[src/rtl/alu_sequencer.sv]
// Runs 8-bit ADD/SUB/AND/OR/XOR on an external 4-bit ALU as two nibble passes (low, then high).
// The carry is chained between passes. The result and flags stay held under a valid/ready handshake.
module alu_sequencer (
    input  logic       CLK100MHZ,
    input  logic       reset,
    input  logic       req_valid,
    output logic       req_ready,
    input  logic [3:0] req_opcode,
    input  logic [7:0] req_A,
    input  logic [7:0] req_B,
    output logic       res_valid,
    input  logic       res_ready,
    output logic [7:0] res_data,
    output logic       res_c_out,
    output logic       res_ovf,
    output logic       res_err,
    output logic [3:0] alu_A,
    output logic [3:0] alu_B,
    output logic [2:0] alu_op,
    output logic       alu_mode,
    output logic       alu_c_in,
    input  logic [3:0] alu_out,
    input  logic       alu_c_out
);

    // Handshake: a request transfers on an edge where req_valid && req_ready.
    // A result transfers on an edge where res_valid && res_ready.
    typedef enum logic [1:0] {S_IDLE, S_LO, S_HI, S_DONE} state_t;

    state_t     state_q, state_d;
    logic [3:0] op_q, op_d;
    logic [7:0] a_q, a_d, b_q, b_d;
    logic [7:0] res_data_q, res_data_d;
    logic       res_c_q, res_c_d, res_ovf_q, res_ovf_d, res_err_q, res_err_d;
    logic [3:0] alu_a_q, alu_a_d, alu_b_q, alu_b_d;
    logic [2:0] alu_op_q, alu_op_d;
    logic       alu_mode_q, alu_mode_d, alu_c_in_q, alu_c_in_d;
    logic       arith;

    // Per-opcode ALU controls for the low pass: {op[2:0], mode, c_in}.
    function automatic logic [4:0] lo_ctrl(input logic [3:0] op);
        case (op)
            4'd1:    lo_ctrl = {3'b000, 1'b1, 1'b1};
            4'd2:    lo_ctrl = {3'b001, 1'b0, 1'b0};
            4'd3:    lo_ctrl = {3'b010, 1'b0, 1'b0};
            4'd4:    lo_ctrl = {3'b011, 1'b0, 1'b0};
            default: lo_ctrl = 5'b00000;
        endcase
    endfunction

    assign arith = (op_q == 4'd0) || (op_q == 4'd1);

    always_ff @(posedge CLK100MHZ or posedge reset) begin
        if (reset) begin
            state_q    <= S_IDLE;
            op_q       <= 4'd0;
            a_q        <= 8'd0;
            b_q        <= 8'd0;
            res_data_q <= 8'd0;
            res_c_q    <= 1'b0;
            res_ovf_q  <= 1'b0;
            res_err_q  <= 1'b0;
            alu_a_q    <= 4'd0;
            alu_b_q    <= 4'd0;
            alu_op_q   <= 3'd0;
            alu_mode_q <= 1'b0;
            alu_c_in_q <= 1'b0;
        end else begin
            state_q    <= state_d;
            op_q       <= op_d;
            a_q        <= a_d;
            b_q        <= b_d;
            res_data_q <= res_data_d;
            res_c_q    <= res_c_d;
            res_ovf_q  <= res_ovf_d;
            res_err_q  <= res_err_d;
            alu_a_q    <= alu_a_d;
            alu_b_q    <= alu_b_d;
            alu_op_q   <= alu_op_d;
            alu_mode_q <= alu_mode_d;
            alu_c_in_q <= alu_c_in_d;
        end
    end

    always_comb begin
        state_d = state_q;
        case (state_q)
            S_IDLE: if (req_valid) state_d = (req_opcode <= 4'd4) ? S_LO : S_DONE;
            S_LO:   state_d = S_HI;
            S_HI:   state_d = S_DONE;
            S_DONE: if (res_ready) state_d = S_IDLE;
            default: state_d = S_IDLE;
        endcase
    end

    // ALU drive is registered: each state's nibble operands are loaded on the edge that enters it.
    always_comb begin
        op_d       = op_q;
        a_d        = a_q;
        b_d        = b_q;
        res_data_d = res_data_q;
        res_c_d    = res_c_q;
        res_ovf_d  = res_ovf_q;
        res_err_d  = res_err_q;
        alu_a_d    = 4'd0;
        alu_b_d    = 4'd0;
        alu_op_d   = 3'd0;
        alu_mode_d = 1'b0;
        alu_c_in_d = 1'b0;
        case (state_q)
            S_IDLE: begin
                if (req_valid) begin
                    op_d       = req_opcode;
                    a_d        = req_A;
                    b_d        = req_B;
                    res_data_d = 8'd0;
                    res_c_d    = 1'b0;
                    res_ovf_d  = 1'b0;
                    res_err_d  = (req_opcode > 4'd4);
                    if (req_opcode <= 4'd4) begin
                        alu_a_d = req_A[3:0];
                        alu_b_d = req_B[3:0];
                        {alu_op_d, alu_mode_d, alu_c_in_d} = lo_ctrl(req_opcode);
                    end
                end
            end
            S_LO: begin
                res_data_d[3:0] = alu_out;
                alu_a_d         = a_q[7:4];
                alu_b_d         = b_q[7:4];
                alu_op_d        = alu_op_q;
                alu_mode_d      = alu_mode_q;
                alu_c_in_d      = arith ? alu_c_out : 1'b0;
            end
            S_HI: begin
                res_data_d[7:4] = alu_out;
                res_c_d         = arith ? alu_c_out : 1'b0;
                if (op_q == 4'd0)
                    res_ovf_d = (a_q[7] == b_q[7]) && (alu_out[3] != a_q[7]);
                else if (op_q == 4'd1)
                    res_ovf_d = (a_q[7] != b_q[7]) && (alu_out[3] != a_q[7]);
                else
                    res_ovf_d = 1'b0;
            end
            default: ;
        endcase
    end

    assign req_ready = (state_q == S_IDLE);
    assign res_valid = (state_q == S_DONE);
    assign res_data  = res_data_q;
    assign res_c_out = res_c_q;
    assign res_ovf   = res_ovf_q;
    assign res_err   = res_err_q;
    assign alu_A     = alu_a_q;
    assign alu_B     = alu_b_q;
    assign alu_op    = alu_op_q;
    assign alu_mode  = alu_mode_q;
    assign alu_c_in  = alu_c_in_q;

endmodule
[config.mk]
export PLATFORM = sky130hd
export DESIGN_NAME = alu_sequencer
export DESIGN_NICKNAME = d
export VERILOG_FILES = /design/src/rtl/alu_sequencer.sv
export SDC_FILE = /design/constraint.sdc
export NUM_CORES = 1
export LEC_CHECK = 0
export CORE_UTILIZATION = 45
export DETAILED_ROUTE_END_ITERATION = 10
export PLACE_DENSITY = 0.77
export SLEW_MARGIN = 5
export SYNTH_ARGS = -nofsm -noshare
export SYNTH_HDL_FRONTEND = slang
export SYNTH_SLANG_ARGS = --single-unit
[constraint.sdc]
create_clock -name CLK100MHZ -period 1.8 [get_ports CLK100MHZ]
set_input_delay 0.27 -clock CLK100MHZ [delete_from_list [all_inputs] [get_ports CLK100MHZ]]
set_output_delay 0.27 -clock CLK100MHZ [all_outputs]
set_load 0.005 [all_outputs]
# ---- Word-level counts from Yosys, hierarchy flattened
# Cells that the tools add are included.
dict set report totals {
  ff_bits 46
  latchBits 0
  mem_bits_rw 0
  rom_bits 0
  out_inout_bits 26
  word_cells 69
  memories 0
}
dict set report classes {
  n_addsub 0
  mul 0
  div_mod_pow 0
  magnitude_cmp 2
  eq_ne 13
  n_shift 0
  n_mux 29
  bitwise_logic 0
  n_reduce_logical 11
}
# cell n
set ops {}
lappend ops {{case mux 4 bit (2 select lines)} 4}
lappend ops {{2-to-1 mux 4 bit} 4}
lappend ops {{case mux 4 bit (4 select lines)} 1}
lappend ops {{== test 4 x 1 -> 1 bit, second input constant} 2}
lappend ops {{== test 4 x 2 -> 1 bit, second input constant} 2}
lappend ops {{2-to-1 mux 1 bit} 8}
lappend ops {{2-to-1 mux 8 bit} 1}
lappend ops {{case mux 1 bit (2 select lines)} 4}
lappend ops {{case mux 2 bit (4 select lines)} 1}
lappend ops {{AND reduction 2 bit} 4}
lappend ops {{2-to-1 mux 2 bit} 3}
lappend ops {{2-to-1 mux 3 bit} 2}
lappend ops {{case mux 3 bit (2 select lines)} 1}
lappend ops {{== test 2 bit, second input constant} 2}
lappend ops {{== test 4 x 3 -> 1 bit, second input constant} 1}
lappend ops {{greater-than comparator 4 x 3 -> 1 bit, second input constant} 1}
lappend ops {{<= comparator 4 x 3 -> 1 bit, second input constant} 1}
lappend ops {{logical NOT 4 bit} 1}
lappend ops {{nonzero test 2 bit} 2}
lappend ops {{== test 2 x 1 -> 1 bit, second input constant} 1}
lappend ops {{logical AND 1 bit} 2}
lappend ops {{logical NOT 2 bit} 1}
lappend ops {{inequality test 1 bit} 2}
lappend ops {{inequality test 2 x 1 -> 1 bit, second input constant} 1}
lappend ops {{other kinds (3)} 3}

# ---- Logic depth before layout (Yosys ltp)
dict set report depth {
  depth_word 5
  depth_mapped 7
  ltp_nobuf 6
}

# ---- Worst setup path before layout
# No wires, ideal clock.
dict set report synth_path {
  path_kind {register to register}
  startpoint {register state_q[0]}
  endpoint {register state_q[1]}
  setup_time_ps 121
  arrival_ps 1365
  required_time_ps 1679
  setup_slack_ps 314
  path_stages_with_launch 8
  cell_sequence {dfrtp_1 > inv_1 > ha_1 > buf_2 > inv_1 > nor2_1 > nor2_1 > o22a_1}
}
dict set report synth_via {
  elab_chain_len 3
  elab_cells_between_ends 8
  classes_between {eq/ne (5); mux (1); reduce/logical (2)}
}
# item line_no
set synth_rtl {}
lappend synth_rtl {{start: declaration} 30} ;# state_t state_q, state_d;
lappend synth_rtl {{start signal: assignment} 69} ;# state_q <= state_d;
lappend synth_rtl {{logical NOT 2 bit (*)} n/a}
lappend synth_rtl {{via req_ready} 7} ;# output logic req_ready,
lappend synth_rtl {{inequality test 2 bit (no line)} n/a}
lappend synth_rtl {{AND reduction 2 bit (no line)} n/a}
# Mark *: on every way through the listed nets, which the timed path passes. The rest lies on a longest branch.
# A chain may end at the register's enable or synchronous reset.

# ---- Worst setup path after layout
dict set report layout_path {
  startpoint {register state_q[1]}
  endpoint {output res_valid}
}
dict set report layout_via {
  elab_chain_len 1
}
# item line_no
set layout_rtl {}
lappend layout_rtl {{== test 2 bit} 150} ;# assign res_valid = (state_q == S_DONE);
lappend layout_rtl {{end: declaration} 11} ;# output logic res_valid,
# Every way passes these cells.

==> impl_metrics.yaml <==
clock_network:
  hold_buffers: 0
  max-clock-path-buffers: 2
  cts_buffers: 5
  clock-sinks: 37
  cts_tree: "done"
  clk_latency_ps: 340
  clock-root-buffer: "clkbuf_4"
  cts.clk_slew.worst_paths_ps: 110
  htreeDepth: 2
floorplan:
  die_h_um: 61.8
  die_width_um: 61.8
  die-area_sq_um: 3820
  rows: 21
  pin_count: 55
  start_util_pct: 47.5
  core_sq_um: 3390
timing:
  setup_viol: 0
  hold_viol_final: 0
  fin_skew_ps: 7.33
  worst_pin_slew_ps: 516
  rsz0062_at_grt: "no"
  report.final.slew_viol_count: 0
  max_clock_freq_mhz: 578
  hold_slack_ps: 327
  fin_tns_setup_ps: 0
  min_period_ps: 1730
  relSlewSlack_pct: 65.2
  period_share_pct: 96.2
  setup_ws_ps: 68.5
synth:
  synthMuxAreaShare_pct: 9.64
  synthTopCellsByArea: "dfrtp_1, mux2_2, a22o_1, a32o_1, ha_1"
  synthAdderAreaFrac_pct: 3.11
  synth_top_area_share_pct: 57.5
  ys_types: 34
  syn_area_per_cell_sq_um: 12.5
  synth_xor_area_share_pct: 1.09
  synth_compound_area_share_pct: 15.5
  synth_top_family_by_area: "compound AO/OA/AOI/OAI gates"
  seq_area_frac_synth_pct: 57.5
  synth_edf_count: 0
  synth_warnings: 0
  syn_nets: 162
  synth-simple-area-share_pct: 9.18
  synth_top_cell_by_area: "dfrtp_1"
  ys_async_sr_fraction_pct: 100
  ys_ff_latch: 37
  synth-main-ff-cell: "dfrtp_1"
  syn_area_sq_um: 1610
  synth_cells: 129
global_route:
  grt_pass1_vias: 1175
  grt_pass1_wl_um: 5690
  antenna_found_initial: 0
  grt_max_degree: 38
  grt_overflow: 0
  grt_usage_pct: 21.5
setup_path:
  cp-start-kind: "register"
  cp_max_fo: 4
  cp.arrival_ps: 1460
  crit_required_ps: 1530
  r2r-start: "state_q[1]"
  crit_type: "reg2out"
  critPathLaunch: "state_q[1]"
  cp-end-kind: "output port"
power:
  p_int_mw: 2.20
  combPwrFrac_pct: 46.6
  powerDensity_nw_per_um2: 1410
  switchingPower_mw: 1.08
  p_leak_nw: 1.02
  vdd_drop_max_mv: 0.814
  clockPowerShare_pct: 12.7
  p_total_mw: 3.28
  seq_power_share_pct: 40.7
  swShare_pct: 32.9
cells_and_area:
  multi_input_area_sq_um: 636
  area_delta_synth_final_pct: 44.2
  antenna_cells: 0
  seq_area_sq_um: 926
  final_nets: 227
  drive_above_1_share_pct: 19.0
  design_area_sq_um: 2320
  nFillCells: 226
placement:
  finalWeightedCongestion: 0.785
  dp_hpwl_um: 2610
  dp_slack_ps: 77.6
  dpl_cell_area_sq_um: 2230
  io_buffer_count: 53
drt:
  vias_per_cell: 5.20
  via_count: 1253
  wl_um: 3570
  drcViolationCount: 0
  drtIter0Drc: 60
  dr.pass1.iters: 4
  wl_per_cell_um: 14.8
  ant_nets: 0
flow_run:
  drv_cap: 0
hold_path:
  min-delay-path-class: "in2async"
status:
  status: "completed"
==> path summary, 6_finish.rpt <==
path | end | slack, ps | depth (start not counted)
min in group CLK100MHZ | alu_mode | 490 | 2
setup reg to reg | res_data[1] | 130 | 6
max in group asynchronous | alu_mode | 1160 | 3
setup / recovery | res_valid | 70 | 2
hold reg to reg | alu_mode | 490 | 2
hold / removal | alu_c_in | 330 | 3
==> per-layer routing <==
layer	GRT usage [%]	part of all wire [%]	vias to the layer above	wire length (um)
li1	-	-	602	-
met1	26.9	43	599	1520
met2	35.0	50	46	1770
met3	6.83	5.9	6	212
met4	8.25	1.7	0	60
met5	0	0	-	0
==> synthesized netlist by cell type (2+ instances only) <==
master     n
a21oi_1    2
a22o_1     8
a32o_1     7
buf_2      2
buf_4      2
clkbuf_1   3
dfrtp_1   37
ha_1       4
inv_1      5
mux2_2    12
mux2i_1    2
nand2_1    6
nand2b_1   3
nand3_1    3
nor2_1     8
o21a_1     2
o21ai_0    5
xnor2_1    2
==> sequential cells by signal, indices dropped and copies added (netlist names), 2 cells and up <==
signal	cells
alu_B	4
a_q	4
op_q	4
alu_A	4
res_data	8
alu_op	2
state_q	2
b_q	4
==> per-stage QoR <==
| step | cells | util, % |
|---|---|---|
| floorplan | 129 | - |
| CTS | 240 | 68.1 |
| finish | 241 | 68.4 |
| global placement | 230 | 65.8 |
| detailed placement | 230 | 65.8 |
| global route | 241 | 68.4 |
==> power groups by stage <==
stage / Clock (mW) / Combinational [mW] / Sequential (mW)
6_report: 0.415 / 1.53 / 1.34
5_1_grt: 0.470 / 1.68 / 1.38
4_1_cts: 0.432 / 1.52 / 1.33
3_5_place_dp: 0 / 1.46 / 1.36
3_3_place_gp: 0 / 1.40 / 1.33
2_1_floorplan: 0 / 0.790 / 1.33
==> layout by cell type (no fill, tap or decap), types with 2 or more instances in the layout <==
cell type	instances
a21oi_1	2
a22o_1	8
a32o_1	7
buf_4	13
clkbuf_4	5
clkdlybuf4s50_1	52
clkinv_2	2
dfrtp_1	37
ha_1	3
inv_1	3
inv_2	2
mux2_2	12
mux2i_1	2
nand2_1	6
nand2b_1	3
nand3_1	3
nor2_1	8
o21a_1	2
o21ai_0	5
xnor2_1	2
==> cell families after synthesis <==
group / after synthesis
flops: 37
compound gates: 31
simple gates: 27
mux: 14
buf+inv: 13
fa+ha+maj: 4
xor+xnor: 2
other cells: 1
==> layout make-up <==
cell class	instances	share of cell area, %
multi-input combinational	79	27.4
tap	46	2.48
clock inverter	2	0.432
sequential	37	39.9
clock buffer	6	1.78
timing repair buffer	66	27.2
inverter	5	0.809
==> timing repair <==
| action | 4_1_cts | 5_1_grt |
|---|---|---|
| gates resized for setup | 3 | 2 |
| buffers inserted | 2 | 1 |
| pin swaps | 1 | 0 |
| endpoints found under the setup margin | 1 | 2 |
==> critical path: stages, from the launching register on <==
cell	delay [ps]
dfrtp_1	430
ha_1	190
clkdlybuf4s50_1	500
No activity file was read; power rests on OpenSTA's default activity.
